[src/rtl/block_multiplier_2x2_pkg.sv]
// block_multiplier_2x2_pkg: shared FSM encoding, float constants and operand index table
package block_multiplier_2x2_pkg;
    localparam int FP_W = 32;
    localparam logic [FP_W-1:0] FP_ZERO = '0;
    typedef enum logic [2:0] {
        S_IDLE, S_SETUP, S_MUL0, S_MUL1, S_ADD, S_DONE
    } state_t;
    // Indexed by {k, phase}; element 0..3 = x11, x12, x21, x22
    localparam logic [7:0][1:0] A_IDX = {2'd3, 2'd2, 2'd3, 2'd2, 2'd1, 2'd0, 2'd1, 2'd0};
    localparam logic [7:0][1:0] B_IDX = {2'd3, 2'd1, 2'd2, 2'd0, 2'd3, 2'd1, 2'd2, 2'd0};
endpackage

[src/rtl/block_multiplier_2x2_if.sv]
// block_multiplier_2x2_if: stb/ack handshake bus to one binary32 arithmetic core
interface block_multiplier_2x2_if;
    import block_multiplier_2x2_pkg::*;
    logic            core_rst;
    logic [FP_W-1:0] input_a, input_b, output_z;
    logic            input_a_stb, input_b_stb, output_z_stb, output_z_ack;
    modport master (
        output core_rst, input_a, input_b, input_a_stb, input_b_stb, output_z_ack,
        input  output_z, output_z_stb
    );
    modport slave (
        input  core_rst, input_a, input_b, input_a_stb, input_b_stb, output_z_ack,
        output output_z, output_z_stb
    );
endinterface

[src/rtl/blkmul_operand_mux.sv]
// blkmul_operand_mux: picks the multiplier operands for element k and product phase
module blkmul_operand_mux
    import block_multiplier_2x2_pkg::*;
(
    input  logic [3:0][FP_W-1:0] a,
    input  logic [3:0][FP_W-1:0] b,
    input  logic [1:0]           k,
    input  logic                 ph,
    output logic [FP_W-1:0]      op_a,
    output logic [FP_W-1:0]      op_b
);
    assign op_a = a[A_IDX[{k, ph}]];
    assign op_b = b[B_IDX[{k, ph}]];
endmodule

[src/rtl/block_multiplier_2x2.sv]
// block_multiplier_2x2: time-shared 2x2 binary32 block product; BLKMUL_SKIP_ZERO_EN bypasses zero products
module block_multiplier_2x2
    import block_multiplier_2x2_pkg::*;
(
    input  logic            clk,
    input  logic            reset,
    input  logic [FP_W-1:0] i_a11, i_a12, i_a21, i_a22,
    input  logic [FP_W-1:0] i_b11, i_b12, i_b21, i_b22,
    input  logic            start,
    output logic [FP_W-1:0] o_c11, o_c12, o_c21, o_c22,
    output logic            done,
    output logic            busy,
    block_multiplier_2x2_if.master mul_if,
    block_multiplier_2x2_if.master add_if
);
    state_t                state, state_nx;
    logic [1:0]            k;
    logic [3:0][FP_W-1:0]  a_q, b_q, c_w;
    logic [FP_W-1:0]       p0, p1, op_a, op_b, prod, sum;
    logic                  is_mul, mul_skip, add_skip, mul_done, add_done;

    blkmul_operand_mux u_mux (
        .a(a_q), .b(b_q), .k(k), .ph(state == S_MUL1), .op_a(op_a), .op_b(op_b)
    );

`ifdef BLKMUL_SKIP_ZERO_EN
    assign mul_skip = (op_a[FP_W-2:0] == '0) || (op_b[FP_W-2:0] == '0);
    assign add_skip = (p0[FP_W-2:0] == '0) && (p1[FP_W-2:0] == '0);
`else
    assign mul_skip = 1'b0;
    assign add_skip = 1'b0;
`endif

    assign is_mul   = (state == S_MUL0) || (state == S_MUL1);
    assign mul_done = is_mul && (mul_skip || mul_if.output_z_stb);
    assign add_done = (state == S_ADD) && (add_skip || add_if.output_z_stb);
    assign prod     = mul_skip ? FP_ZERO : mul_if.output_z;
    assign sum      = add_skip ? FP_ZERO : add_if.output_z;
    assign busy     = state != S_IDLE;

    // Core handshakes: strobes held for the whole op, ack only in the result cycle
    always_comb begin
        mul_if.core_rst     = (state == S_IDLE) || (state == S_DONE);
        mul_if.input_a      = op_a;
        mul_if.input_b      = op_b;
        mul_if.input_a_stb  = is_mul && !mul_skip;
        mul_if.input_b_stb  = is_mul && !mul_skip;
        mul_if.output_z_ack = is_mul && !mul_skip && mul_if.output_z_stb;
        add_if.core_rst     = (state == S_IDLE) || (state == S_DONE);
        add_if.input_a      = p0;
        add_if.input_b      = p1;
        add_if.input_a_stb  = (state == S_ADD) && !add_skip;
        add_if.input_b_stb  = (state == S_ADD) && !add_skip;
        add_if.output_z_ack = (state == S_ADD) && !add_skip && add_if.output_z_stb;
    end

    // Sequencing: two products then one sum per element, four elements per job
    always_comb begin
        state_nx = state;
        case (state)
            S_IDLE:  state_nx = start ? S_SETUP : S_IDLE;
            S_SETUP: state_nx = S_MUL0;
            S_MUL0:  state_nx = mul_done ? S_MUL1 : S_MUL0;
            S_MUL1:  state_nx = mul_done ? S_ADD : S_MUL1;
            S_ADD:   state_nx = add_done ? ((k == 2'd3) ? S_DONE : S_MUL0) : S_ADD;
            S_DONE:  state_nx = S_IDLE;
            default: state_nx = S_IDLE;
        endcase
    end

    // State register
    always_ff @(posedge clk or negedge reset) begin
        if (!reset) state <= S_IDLE;
        else        state <= state_nx;
    end

    // Datapath: operand latch, product/sum capture, result publish with done pulse
    always_ff @(posedge clk or negedge reset) begin
        if (!reset) begin
            a_q  <= '0;
            b_q  <= '0;
            c_w  <= '0;
            p0   <= '0;
            p1   <= '0;
            k    <= '0;
            done <= 1'b0;
            {o_c22, o_c21, o_c12, o_c11} <= '0;
        end else begin
            done <= state == S_DONE;
            if (state == S_IDLE && start) begin
                a_q <= {i_a22, i_a21, i_a12, i_a11};
                b_q <= {i_b22, i_b21, i_b12, i_b11};
                k   <= '0;
            end
            if (state == S_MUL0 && mul_done) p0 <= prod;
            if (state == S_MUL1 && mul_done) p1 <= prod;
            if (add_done) begin
                c_w[k] <= sum;
                k      <= k + 1'b1;
            end
            if (state == S_DONE) {o_c22, o_c21, o_c12, o_c11} <= c_w;
        end
    end
endmodule
[src/flat_wrapper.sv]
// flat-port wrapper written by rule: the top's interface ports become plain ports
module block_multiplier_2x2_flat import block_multiplier_2x2_pkg::*;
  (clk, reset, i_a11, i_a12, i_a21, i_a22, i_b11, i_b12, i_b21, i_b22, start, o_c11, o_c12, o_c21, o_c22, done, busy, mul_if_core_rst, mul_if_input_a, mul_if_input_b, mul_if_input_a_stb, mul_if_input_b_stb, mul_if_output_z_ack, mul_if_output_z, mul_if_output_z_stb, add_if_core_rst, add_if_input_a, add_if_input_b, add_if_input_a_stb, add_if_input_b_stb, add_if_output_z_ack, add_if_output_z, add_if_output_z_stb);
  block_multiplier_2x2_if mul_if_i ();
  block_multiplier_2x2_if add_if_i ();
  input  logic clk;
  input  logic reset;
  input  logic [FP_W-1:0] i_a11;
  input  logic [FP_W-1:0] i_a12;
  input  logic [FP_W-1:0] i_a21;
  input  logic [FP_W-1:0] i_a22;
  input  logic [FP_W-1:0] i_b11;
  input  logic [FP_W-1:0] i_b12;
  input  logic [FP_W-1:0] i_b21;
  input  logic [FP_W-1:0] i_b22;
  input  logic start;
  output logic [FP_W-1:0] o_c11;
  output logic [FP_W-1:0] o_c12;
  output logic [FP_W-1:0] o_c21;
  output logic [FP_W-1:0] o_c22;
  output logic done;
  output logic busy;
  output wire logic [$bits(mul_if_i.core_rst)-1:0] mul_if_core_rst;
  output wire logic [$bits(mul_if_i.input_a)-1:0] mul_if_input_a;
  output wire logic [$bits(mul_if_i.input_b)-1:0] mul_if_input_b;
  output wire logic [$bits(mul_if_i.input_a_stb)-1:0] mul_if_input_a_stb;
  output wire logic [$bits(mul_if_i.input_b_stb)-1:0] mul_if_input_b_stb;
  output wire logic [$bits(mul_if_i.output_z_ack)-1:0] mul_if_output_z_ack;
  input wire logic [$bits(mul_if_i.output_z)-1:0] mul_if_output_z;
  input wire logic [$bits(mul_if_i.output_z_stb)-1:0] mul_if_output_z_stb;
  output wire logic [$bits(add_if_i.core_rst)-1:0] add_if_core_rst;
  output wire logic [$bits(add_if_i.input_a)-1:0] add_if_input_a;
  output wire logic [$bits(add_if_i.input_b)-1:0] add_if_input_b;
  output wire logic [$bits(add_if_i.input_a_stb)-1:0] add_if_input_a_stb;
  output wire logic [$bits(add_if_i.input_b_stb)-1:0] add_if_input_b_stb;
  output wire logic [$bits(add_if_i.output_z_ack)-1:0] add_if_output_z_ack;
  input wire logic [$bits(add_if_i.output_z)-1:0] add_if_output_z;
  input wire logic [$bits(add_if_i.output_z_stb)-1:0] add_if_output_z_stb;
  assign mul_if_core_rst = mul_if_i.core_rst;
  assign mul_if_input_a = mul_if_i.input_a;
  assign mul_if_input_b = mul_if_i.input_b;
  assign mul_if_input_a_stb = mul_if_i.input_a_stb;
  assign mul_if_input_b_stb = mul_if_i.input_b_stb;
  assign mul_if_output_z_ack = mul_if_i.output_z_ack;
  assign mul_if_i.output_z = mul_if_output_z;
  assign mul_if_i.output_z_stb = mul_if_output_z_stb;
  assign add_if_core_rst = add_if_i.core_rst;
  assign add_if_input_a = add_if_i.input_a;
  assign add_if_input_b = add_if_i.input_b;
  assign add_if_input_a_stb = add_if_i.input_a_stb;
  assign add_if_input_b_stb = add_if_i.input_b_stb;
  assign add_if_output_z_ack = add_if_i.output_z_ack;
  assign add_if_i.output_z = add_if_output_z;
  assign add_if_i.output_z_stb = add_if_output_z_stb;
  block_multiplier_2x2 u_core (.clk(clk), .reset(reset), .i_a11(i_a11), .i_a12(i_a12), .i_a21(i_a21), .i_a22(i_a22), .i_b11(i_b11), .i_b12(i_b12), .i_b21(i_b21), .i_b22(i_b22), .start(start), .o_c11(o_c11), .o_c12(o_c12), .o_c21(o_c21), .o_c22(o_c22), .done(done), .busy(busy), .mul_if(mul_if_i), .add_if(add_if_i));
endmodule
[config.mk]
export PLATFORM = sky130hd
export DESIGN_NAME = block_multiplier_2x2_flat
export DESIGN_NICKNAME = d
export VERILOG_FILES = /design/src/rtl/block_multiplier_2x2_pkg.sv /design/src/rtl/block_multiplier_2x2_if.sv /design/src/rtl/blkmul_operand_mux.sv /design/src/rtl/block_multiplier_2x2.sv /design/src/flat_wrapper.sv
export SDC_FILE = /design/constraint.sdc
export NUM_CORES = 1
export LEC_CHECK = 0
export ABC_AREA = 1
export BUFFER_PORTS_ARGS = -buffer_cell sky130_fd_sc_hd__buf_2
export CAP_MARGIN = 5
export CORE_AREA = 4 4 228 230
export DETAILED_ROUTE_END_ITERATION = 10
export DIE_AREA = 0 0 232 234
export PLACE_DENSITY = 0.77
export SETUP_SLACK_MARGIN = 0.05
export SLEW_MARGIN = 20
export SYNTH_ARGS = -nofsm -noshare
export SYNTH_HDL_FRONTEND = slang
export SYNTH_HIERARCHICAL = 1
export SYNTH_SLANG_ARGS = --single-unit
export TNS_END_PERCENT = 5
[constraint.sdc]
create_clock -name clk -period 2.5 [get_ports clk]
set_input_delay 0.375 -clock clk [delete_from_list [all_inputs] [get_ports clk]]
set_output_delay 0.375 -clock clk [all_outputs]
set_load 0.02 [all_outputs]
# Word level (Yosys, flattened, before mapping)
# Memory sizes are Yosys's and may differ from the RTL's.
# Index checks and enable logic that the tools add are counted.
# W data, S select, Z words.
[word_totals]
regBits = 582
mem_bits_ro = 32
elab_cells = 63
n_memories = 2
[mem_list]
columns = ["memory", "words", "word_bits", "read_ports", "rd_ports_with_merged_regs", "wr", "line", "rtl"]
rows = [
  ["(name not given)", 8, 2, 1, 0, 0, "blkmul_operand_mux.sv:13", "assign op_b = b[B_IDX[{k, ph}]];"],
  ["(name not given)", 8, 2, 1, 0, 0, "blkmul_operand_mux.sv:12", "assign op_a = a[A_IDX[{k, ph}]];"],
]
[op_classes]
add_sub_neg = 1
n_lt_le_gt_ge = 5
eq_ne = 6
muxes = 17
reduce_logical = 11
[ops]
columns = ["op", "n"]
rows = [
  ["$bmux W32 S2", 2],
  ["$bwmux W128", 1],
  ["$mux W32", 3],
  ["$demux W32 S2", 1],
  ["$pmux W3 S5", 1],
  ["$lt A2 B3 Y1 const B", 3],
  ["$mux W3", 3],
  ["$mux W2", 4],
  ["$eq A3 B2 Y1 const B", 2],
  ["$eq A3 B3 Y1 const B", 2],
  ["$logic_and A1 B1 Y1", 6],
  ["$lt A3 B4 Y1 const B", 1],
  ["$eq A3 B1 Y1 const B", 1],
  ["$logic_not A3 Y1", 1],
  ["$reduce_bool A3 Y1", 1],
  ["$add A2 B1 Y2 const B", 1],
  ["$eq A2 B2 Y1 const B", 1],
  ["$ge A2 B1 Y1 const B", 1],
  ["$logic_or A1 B1 Y1", 2],
  ["$mux W1", 2],
  ["$reduce_bool A2 Y1", 1],
]

# Longest topological paths before layout
# Gate-level depths: netlist of run 1.
[logic_depth]
depth_word = 5
ltp_mapped = 9
ltp_nobuf = 6

# By module
# Netlist of run 1, hierarchy kept.
[by_module_without_submodules]
columns = ["module", "n_inst", "cells_each", "area_per_inst_um2", "seq_area_each_um2"]
rows = [
  ["block_multiplier_2x2", 1, 2457, 22969.5, 14564.0],
  ["blkmul_operand_mux", 1, 748, 3040.4, 0.0],
]

# Worst setup path before layout of run 1
# No wires, ideal clock.
[synth_timing]
path_type = "register to output"
from = "reg u_core.state[2]"
to = "out mul_if_input_b[0]"
arrival_ns = 1.434
required_time_ns = 2.125
slack_ns = 0.691
stages_incl_launch_ff = 8
cell_sequence = "dfrtp_1 buf_4 nor2_1 buf_4 buf_4 buf_2 nand3_1 nand2_1"
[synth_via]
elab_chain_cells = 5
[synth_rtl]
columns = ["item", "line", "rtl"]
rows = [
  ["start: declaration", "block_multiplier_2x2.sv:16", "state_t state, state_nx;"],
  ["start signal: assignment", "block_multiplier_2x2.sv:74", "else state <= state_nx;"],
  ["$eq A3 B2 Y1", "block_multiplier_2x2.sv:23", ".a(a_q), .b(b_q), .k(k), .ph(state == S_MUL1), .op_a(op_a), .op_b(op_b)"],
  ["$mem_v2 Z8 W2", "--", ""],
  ["$mux W2 (implied by the code)", "blkmul_operand_mux.sv:13", ""],
  ["$bmux W32 S2", "blkmul_operand_mux.sv:13", ""],
  ["$mux W32 (implied by the code)", "blkmul_operand_mux.sv:13", ""],
  ["end: declaration", "flat_wrapper.sv:25", "output wire logic [$bits(mul_if_i.input_b)-1:0] mul_if_input_b;"],
]
# Every way passes these cells. The select of a mux whose other input is x is not followed.

# Worst setup path in the final report of run 1
[layout_timing]
from = "reg u_core.state[1]"
to = "out mul_if_input_a[2]"
[layout_via]
elab_chain_cells = 5
[layout_rtl]
columns = ["item", "line", "rtl"]
rows = [
  ["$eq A3 B2 Y1", "block_multiplier_2x2.sv:23", ""],
  ["$mem_v2 Z8 W2", "--", ""],
  ["$mux W2 (implied by the code)", "blkmul_operand_mux.sv:12", ""],
  ["$bmux W32 S2", "blkmul_operand_mux.sv:12", ""],
  ["$mux W32 (implied by the code)", "blkmul_operand_mux.sv:12", ""],
  ["end: declaration", "flat_wrapper.sv:24", "output wire logic [$bits(mul_if_i.input_a)-1:0] mul_if_input_a;"],
]
# Every way passes these cells. The select of a mux whose other input is x is not followed.

==> results.py, run 1 <==
metrics = {
    "run_status": {
        "outcome": "finished clean",
    },
    "power_and_ir_drop": {
        "p_clk_share_pct": 24.8,
        "vdd_drop_max_uv": 874,
        "pwr-share-comb_pct": 40.0,
        "pwr_density_cell_nw_per_um2": 1180,
        "power_switching_uw": 16200,
        "p_int_uw": 24400,
        "pwr-share-seq_pct": 35.2,
        "p_leak_uw": 0.0202,
        "sw_frac_of_total_pct": 39.9,
    },
    "placement": {
        "routabilityCongestion": 0.962,
        "pre_cts_ws_ns": 0.173,
        "dp_hpwl_mm": 51.5,
        "dp.cells": 4347,
        "portBuffers": 590,
    },
    "worst_setup_path": {
        "crit_cells": 9,
        "cp_top_family": "buffers and inverters",
        "worst-setup-path-type": "register to output port",
        "slowest_stage": "dfrtp_2",
        "cp.arrival_ns": 2.09,
        "crit_chain": "nand2_2, nor2_4, buf_12, buf_6, inv_16, nand2_1, nand3_1, nand2_1, buf_4",
        "crit_path_frequent_cell": "nand2_1",
        "start_kind": "register",
        "end_kind": "output port",
        "crit_path_max_fanout": 48,
        "r2r_start": "u_core/state[2]",
        "r2r_cells": 7,
        "cp_num_buf_inv": 4,
        "startpoint": "u_core/state[1]",
        "rrSetupSlack_ns": 0.49,
        "critical-path-max-stage-delay_ns": 0.41,
        "r2r-end": "u_core/a_q[24]",
        "crit_end": "mul_if_input_a[2]",
        "worstPathRequired_ns": 2.12,
    },
    "hold_path": {
        "holdPathStages": 3,
        "hp-class": "primary input to register",
    },
    "floorplan": {
        "ioPinCount": 591,
        "die-area_um2": 54300,
        "start_util_pct": 52.2,
        "rows": 82,
        "core_area_um2": 49900,
        "die-height_um": 234,
        "die_w_um": 232,
    },
    "timing": {
        "fin_skew_ns": 0.0145,
        "setup_slack_ns": 0.0303,
        "period_needed_ns": 2.47,
        "rsz0062_at_grt": "true",
        "post-route-period-util_pct": 98.8,
        "finalHoldViolCount": 0,
        "maxSlewHeadroom_pct": 34.3,
        "slew_violations": 0,
        "tightest_slew_ns": 0.986,
        "fmax_ghz": 0.405,
        "setup_viol_count_final": 0,
    },
    "yosys": {
        "synth_top_area_share_pct": 56.0,
        "syn_area_per_cell_um2": 8.12,
        "synth_area_leaders": "dfrtp_1, nand2_1, inv_1, o21ai_2, nand3_1",
        "ys_ff_latch": 582,
        "synth_largest_area_cell": "dfrtp_1",
        "ys.flop_type": "dfrtp_1",
        "syn_area_um2": 26000,
        "synth_seq_area_share_pct": 56.0,
        "synthArstFlopShare_pct": 100,
        "syn_inst": 3205,
        "synth_nets": 3534,
        "synth-edff-count": 0,
        "synth_cell_types": 21,
        "yosysWarnings": 6,
    },
    "clock_network": {
        "cts_root_buf": "clkbuf_16",
        "cts_tree": "built",
        "numCtsBuffers": 61,
        "insertion_delay_ns": 0.62,
        "cts.reportedPaths.clkPinSlew_ns": 0.06,
        "cts_buffer_depth": 3,
        "cts.sinks": 582,
        "htreeDepth": 2,
    },
    "global_routing": {
        "grt_pass1_wl_mm": 133,
        "grt_max_degree": 130,
        "first_global_vias": 24300,
        "globalRouteOverflowTotal": 0,
        "antenna_found_initial": 9,
        "track_usage_pct": 31.2,
    },
    "drt": {
        "routed_wl_mm": 88.2,
        "met3WireLength_mm": 7.95,
        "via_count": 24100,
        "avgRoutedWirePerCell_um": 18.7,
        "highest_layer": "met5",
        "wl_met1_mm": 32.7,
        "via_per_inst": 5.11,
        "dr.first_iter.drc_count": 2338,
        "wl_met2_mm": 42.4,
        "ant_nets": 0,
        "drc": 0,
        "dr.pass1.iters": 8,
    },
    "cells_and_area": {
        "final_cells": 4713,
        "layout_commonest_cell": "nand2_1",
        "layout_common_cells": "nand2_1, dfrtp_1, inv_1",
        "area_growth_pct": 32.7,
        "layout-drive-gt1-share_pct": 22.8,
        "final_nets": 4311,
    },
    "flow_run": {
        "drv_cap": 0,
    },
}
==> area by class of cell <==
| cell class | instances | area, um^2 |
|---|---|---|
| clock buffer | 81 | 1660 |
| fill | 3676 | 15400 |
| clock inverter | 33 | 563 |
| antenna | 8 | 20.0 |
| sequential | 582 | 14600 |
| multi-input combinational | 1895 | 8350 |
| tap | 672 | 841 |
| inverter | 560 | 2120 |
| timing repair buffer | 881 | 6370 |
| timing repair inverter | 1 | 20.0 |
==> power by group through the flow <==
stage / clock network (uW) / registers, uW / logic (uW)
after floorplan: 0 / 14700 / 9120
after global placement: 0 / 14200 / 13600
after detailed placement: 0 / 14200 / 13800
after CTS: 10200 / 14200 / 14900
after global routing: 10600 / 14600 / 17600
final: 10000 / 14300 / 16200
==> tightest hold or removal path, delay by kind of cell <==
kind / cells / cell delay (ns)
buf+inv: 2 / 0.17
compound gates: 1 / 0.06
==> worst min-delay path by stage <==
stage / startpoint / end / slack [ns]
after global placement: reset / u_core/c_w[36] / 0.36
final: i_b11[30] / u_core/b_q[30] / 0.03
after detailed placement: reset / u_core/c_w[36] / 0.37
after global routing: i_b11[30] / u_core/b_q[30] / 0.003
after CTS: i_b11[10] / u_core/b_q[10] / 0.0009
after floorplan: reset / u_core/a_q[0] / 0.08
==> cells in the mapped netlist (2+ instances only) <==
library cell / n
buf_4: 24
dfrtp_1: 582
inv_1: 556
nor2_4: 2
inv_2: 3
o21ai_1: 85
clkbuf_1: 33
nor2_2: 4
o21ai_0: 120
nand2_1: 1419
buf_6: 43
nand4_1: 7
buf_2: 68
o21ai_2: 115
ha_1: 4
nand3_1: 135
==> kinds of logic (layout without fill, tap and decap cells) <==
| group | count (synthesis) | count (layout) | share of synthesized area, % |
|---|---|---|---|
| simple gates | 1571 | 1571 | 23.6 |
| buf+inv | 728 | 1556 | 12.4 |
| flops | 582 | 582 | 56.0 |
| compound gates | 320 | 320 | 7.82 |
| fa+ha+maj | 4 | 4 | 0.192 |
| other cells | 0 | 8 | 0 |
==> stage by stage <==
| step | area, um^2 | util, % | setup TNS [ns] | hold WS [ns] | total power, uW |
|---|---|---|---|---|---|
| final | 34500 | 69.2 | 0 | 0.0266 | 40600 |
| after global routing | 34500 | 69.2 | -0.440 | 0.00260 | 42800 |
| after detailed placement | 29300 | 58.8 | 0 | 0.367 | 28100 |
| after global placement | 29300 | 58.8 | 0 | 0.362 | 27800 |
| after CTS | 34100 | 68.4 | 0 | 0.000922 | 39200 |
| after floorplan | 26000 | - | 0 | 0.0794 | 23800 |
==> per-layer routing <==
layer / global-route usage (%) / vias up
li1: - / 11100
met3: 6.92 / 358
met2: 51.1 / 1392
met5: 0 / -
met4: 16.9 / 2
met1: 38.8 / 11300
==> registers in the layout, indices dropped and copies added, names as in the netlist <==
register	cells
u_core/add_if.input_b	32
u_core/done	1
u_core/b_q	128
u_core/k	2
u_core/a_q	128
u_core/o_c11	32
u_core/o_c22	32
u_core/state	3
u_core/c_w	128
u_core/add_if.input_a	32
u_core/o_c21	32
u_core/o_c12	32
==> timing repair <==
action / 4_1_cts / 5_1_grt
pin swaps: 1 / 17
endpoints found under the hold margin: 308 / 0
buffers inserted: 6 / 2
gates resized for setup: 29 / 77
cloned: 7 / 5
endpoints found under the setup margin: 64 / 64
hold buffers: 224 / 0
No activity file was read; power rests on OpenSTA's default activity.
==> run 2, diff against run 1 <==
--- a/config.mk
+++ b/config.mk
@@ -11,7 +11,7 @@
 export CORE_AREA = 4 4 228 230
 export DETAILED_ROUTE_END_ITERATION = 10
 export DIE_AREA = 0 0 232 234
-export PLACE_DENSITY = 0.77
+export PLACE_DENSITY = 0.8
 export SETUP_SLACK_MARGIN = 0.05
 export SLEW_MARGIN = 20
 export SYNTH_ARGS = -nofsm -noshare
==> results.py, run 2 (synthesized netlist as in run 1, its figures left out) <==
metrics = {
    "cells_and_area": {
        "final_nets": 4314,
        "reg_top3": "u_core/a_q (128), u_core/b_q (128), u_core/c_w (128)",
        "layout_common_cells": "nand2_1, buf_2, dfrtp_1",
        "layout_commonest_cell": "nand2_1",
        "area_growth_pct": 30.5,
        "n_fill_cell": 3638,
        "layout-drive-gt1-share_pct": 21.8,
    },
    "drt": {
        "drc": 0,
        "routed_wl_mm": 85.8,
        "avgRoutedWirePerCell_um": 18.2,
        "via_per_inst": 5.10,
        "via_count": 24100,
        "dr.pass1.iters": 9,
        "dr.first_iter.drc_count": 2402,
        "ant_nets": 0,
    },
    "flow_run": {
        "drv_cap": 0,
    },
    "global_routing": {
        "track_usage_pct": 30.6,
        "antenna_found_initial": 9,
        "busiest_layer": "met2",
        "grt_max_degree": 130,
        "first_global_vias": 24300,
        "use_met3_pct": 6.12,
        "globalRouteOverflowTotal": 0,
        "grt_pass1_wl_mm": 132,
        "use_met1_pct": 38.2,
        "use_met2_pct": 50.6,
    },
    "floorplan": {
        "die-area_um2": 54300,
        "rows": 82,
        "die-height_um": 234,
        "core_area_um2": 49900,
        "ioPinCount": 591,
        "die_w_um": 232,
        "start_util_pct": 52.2,
    },
    "timing": {
        "tns_ns": 0,
        "tightest_slew_ns": 0.644,
        "post-route-period-util_pct": 97.6,
        "slew_violations": 0,
        "fmax_ghz": 0.410,
        "rsz0062_at_grt": "true",
        "fin_skew_ns": 0.0155,
        "setup_viol_count_final": 0,
        "maxSlewHeadroom_pct": 57.0,
        "whs_ns": 0.0288,
        "period_needed_ns": 2.44,
        "finalHoldViolCount": 0,
        "setup_slack_ns": 0.0597,
    },
    "clock_network": {
        "cts.sinks": 582,
        "cts.reportedPaths.clkPinSlew_ns": 0.06,
        "numCtsBuffers": 59,
        "cts_root_buf": "clkbuf_16",
        "cts_tree": "built",
        "cts_buffer_depth": 3,
        "htreeDepth": 2,
        "insertion_delay_ns": 0.63,
    },
    "worst_setup_path": {
        "worstPathRequired_ns": 2.12,
        "start_kind": "register",
        "worst-setup-path-type": "register to output port",
        "cp.arrival_ns": 2.07,
        "end_kind": "output port",
        "crit_path_max_fanout": 12,
    },
    "placement": {
        "pre_cts_ws_ns": 0.526,
        "dp_hpwl_mm": 51.5,
        "routabilityCongestion": 0.932,
        "portBuffers": 590,
    },
    "power_and_ir_drop": {
        "p_leak_uw": 0.0200,
        "vdd_drop_max_uv": 1130,
        "pwr_density_cell_nw_per_um2": 1140,
    },
    "run_status": {
        "outcome": "finished clean",
    },
    "hold_path": {
        "hp-class": "primary input to register",
    },
}
## run 2: changes by cell type in the layout (fill, tap and decap cells not counted), moves of 8 or more
cell	previous run	this run
buf_2	551	588
buf_4	49	34
buf_6	21	5
bufinv_16	14	6
clkbuf_8	6	14
dlygate4sd3_1	224	235
nand2_1	1400	1419
nand2_2	19	0
nand3_1	124	132
## run 2: worst max-delay path, cell delays in order (launching register included)
cell       delay [ns]
dfrtp_1          0.41
nor2_4           0.21
buf_6            0.19
clkbuf_16        0.21
nand2_1          0.08
nand3_1          0.08
nand2_1          0.09
buf_2            0.17
## run 2: area by class of cell
| type | count | area, um^2 | share of cell area (%) |
|---|---|---|---|
| multi-input combinational | 1895 | 8250 | 24.3 |
| sequential | 582 | 14600 | 42.9 |
| tap | 672 | 841 | 2.48 |
| antenna | 11 | 27.5 | 0.0811 |
| timing repair buffer | 887 | 6120 | 18.0 |
| inverter | 560 | 2110 | 6.21 |
| clock inverter | 23 | 315 | 0.929 |
| clock buffer | 86 | 1720 | 5.06 |
## run 2: repair_timing
action / in CTS / in global routing
pin swaps: 1 / 3
setup buffers: 3 / 0
endpoints found under the setup margin: 64 / 65
gates resized for setup: 5 / 10
hold buffers: 235 / 0
gates cloned: 2 / 4
hold endpoints to repair: 328 / 0
## run 2: metrics by stage
step	instances	util (%)	instance area [um^2]	total power [uW]
global route	4713	68.1	33900	40900
finish	4716	68.1	34000	38800
CTS	4701	67.8	33800	38000
floorplan	3205	-	26000	23800
detailed placement	4352	58.8	29300	28100
global placement	4352	58.8	29300	27700
## run 2: worst paths after layout
path | from | to | slack (ns) | cells past startpoint
worst max-delay path | u_core/state[2] | mul_if_input_a[15] | 0.06 | 7
worst min-delay path | i_b11[17] | u_core/b_q[17] | 0.03 | 3
worst max register to register | u_core/state[0] | u_core/a_q[54] | 0.57 | 6
worst min register to register | u_core/c_w[55] | u_core/o_c12[23] | 0.46 | 2
max in group asynchronous | reset | u_core/o_c11[22] | 1.25 | 3
min in group asynchronous | reset | u_core/add_if.input_a[24] | 0.29 | 2
## run 2: power breakdown
part	switching [uW]	internal, uW	total, uW
registers	1850	12500	14300
logic	10100	5070	15200
clock network	3840	5410	9250
total	15800	23000	38800
## run 2: layer usage
| metal | up-vias | share of wire (%) |
|---|---|---|
| met4 | 0 | 6.4 |
| li1 | 11100 | - |
| met2 | 1407 | 48 |
| met3 | 366 | 8.9 |
| met5 | - | 0 |
| met1 | 11200 | 37 |
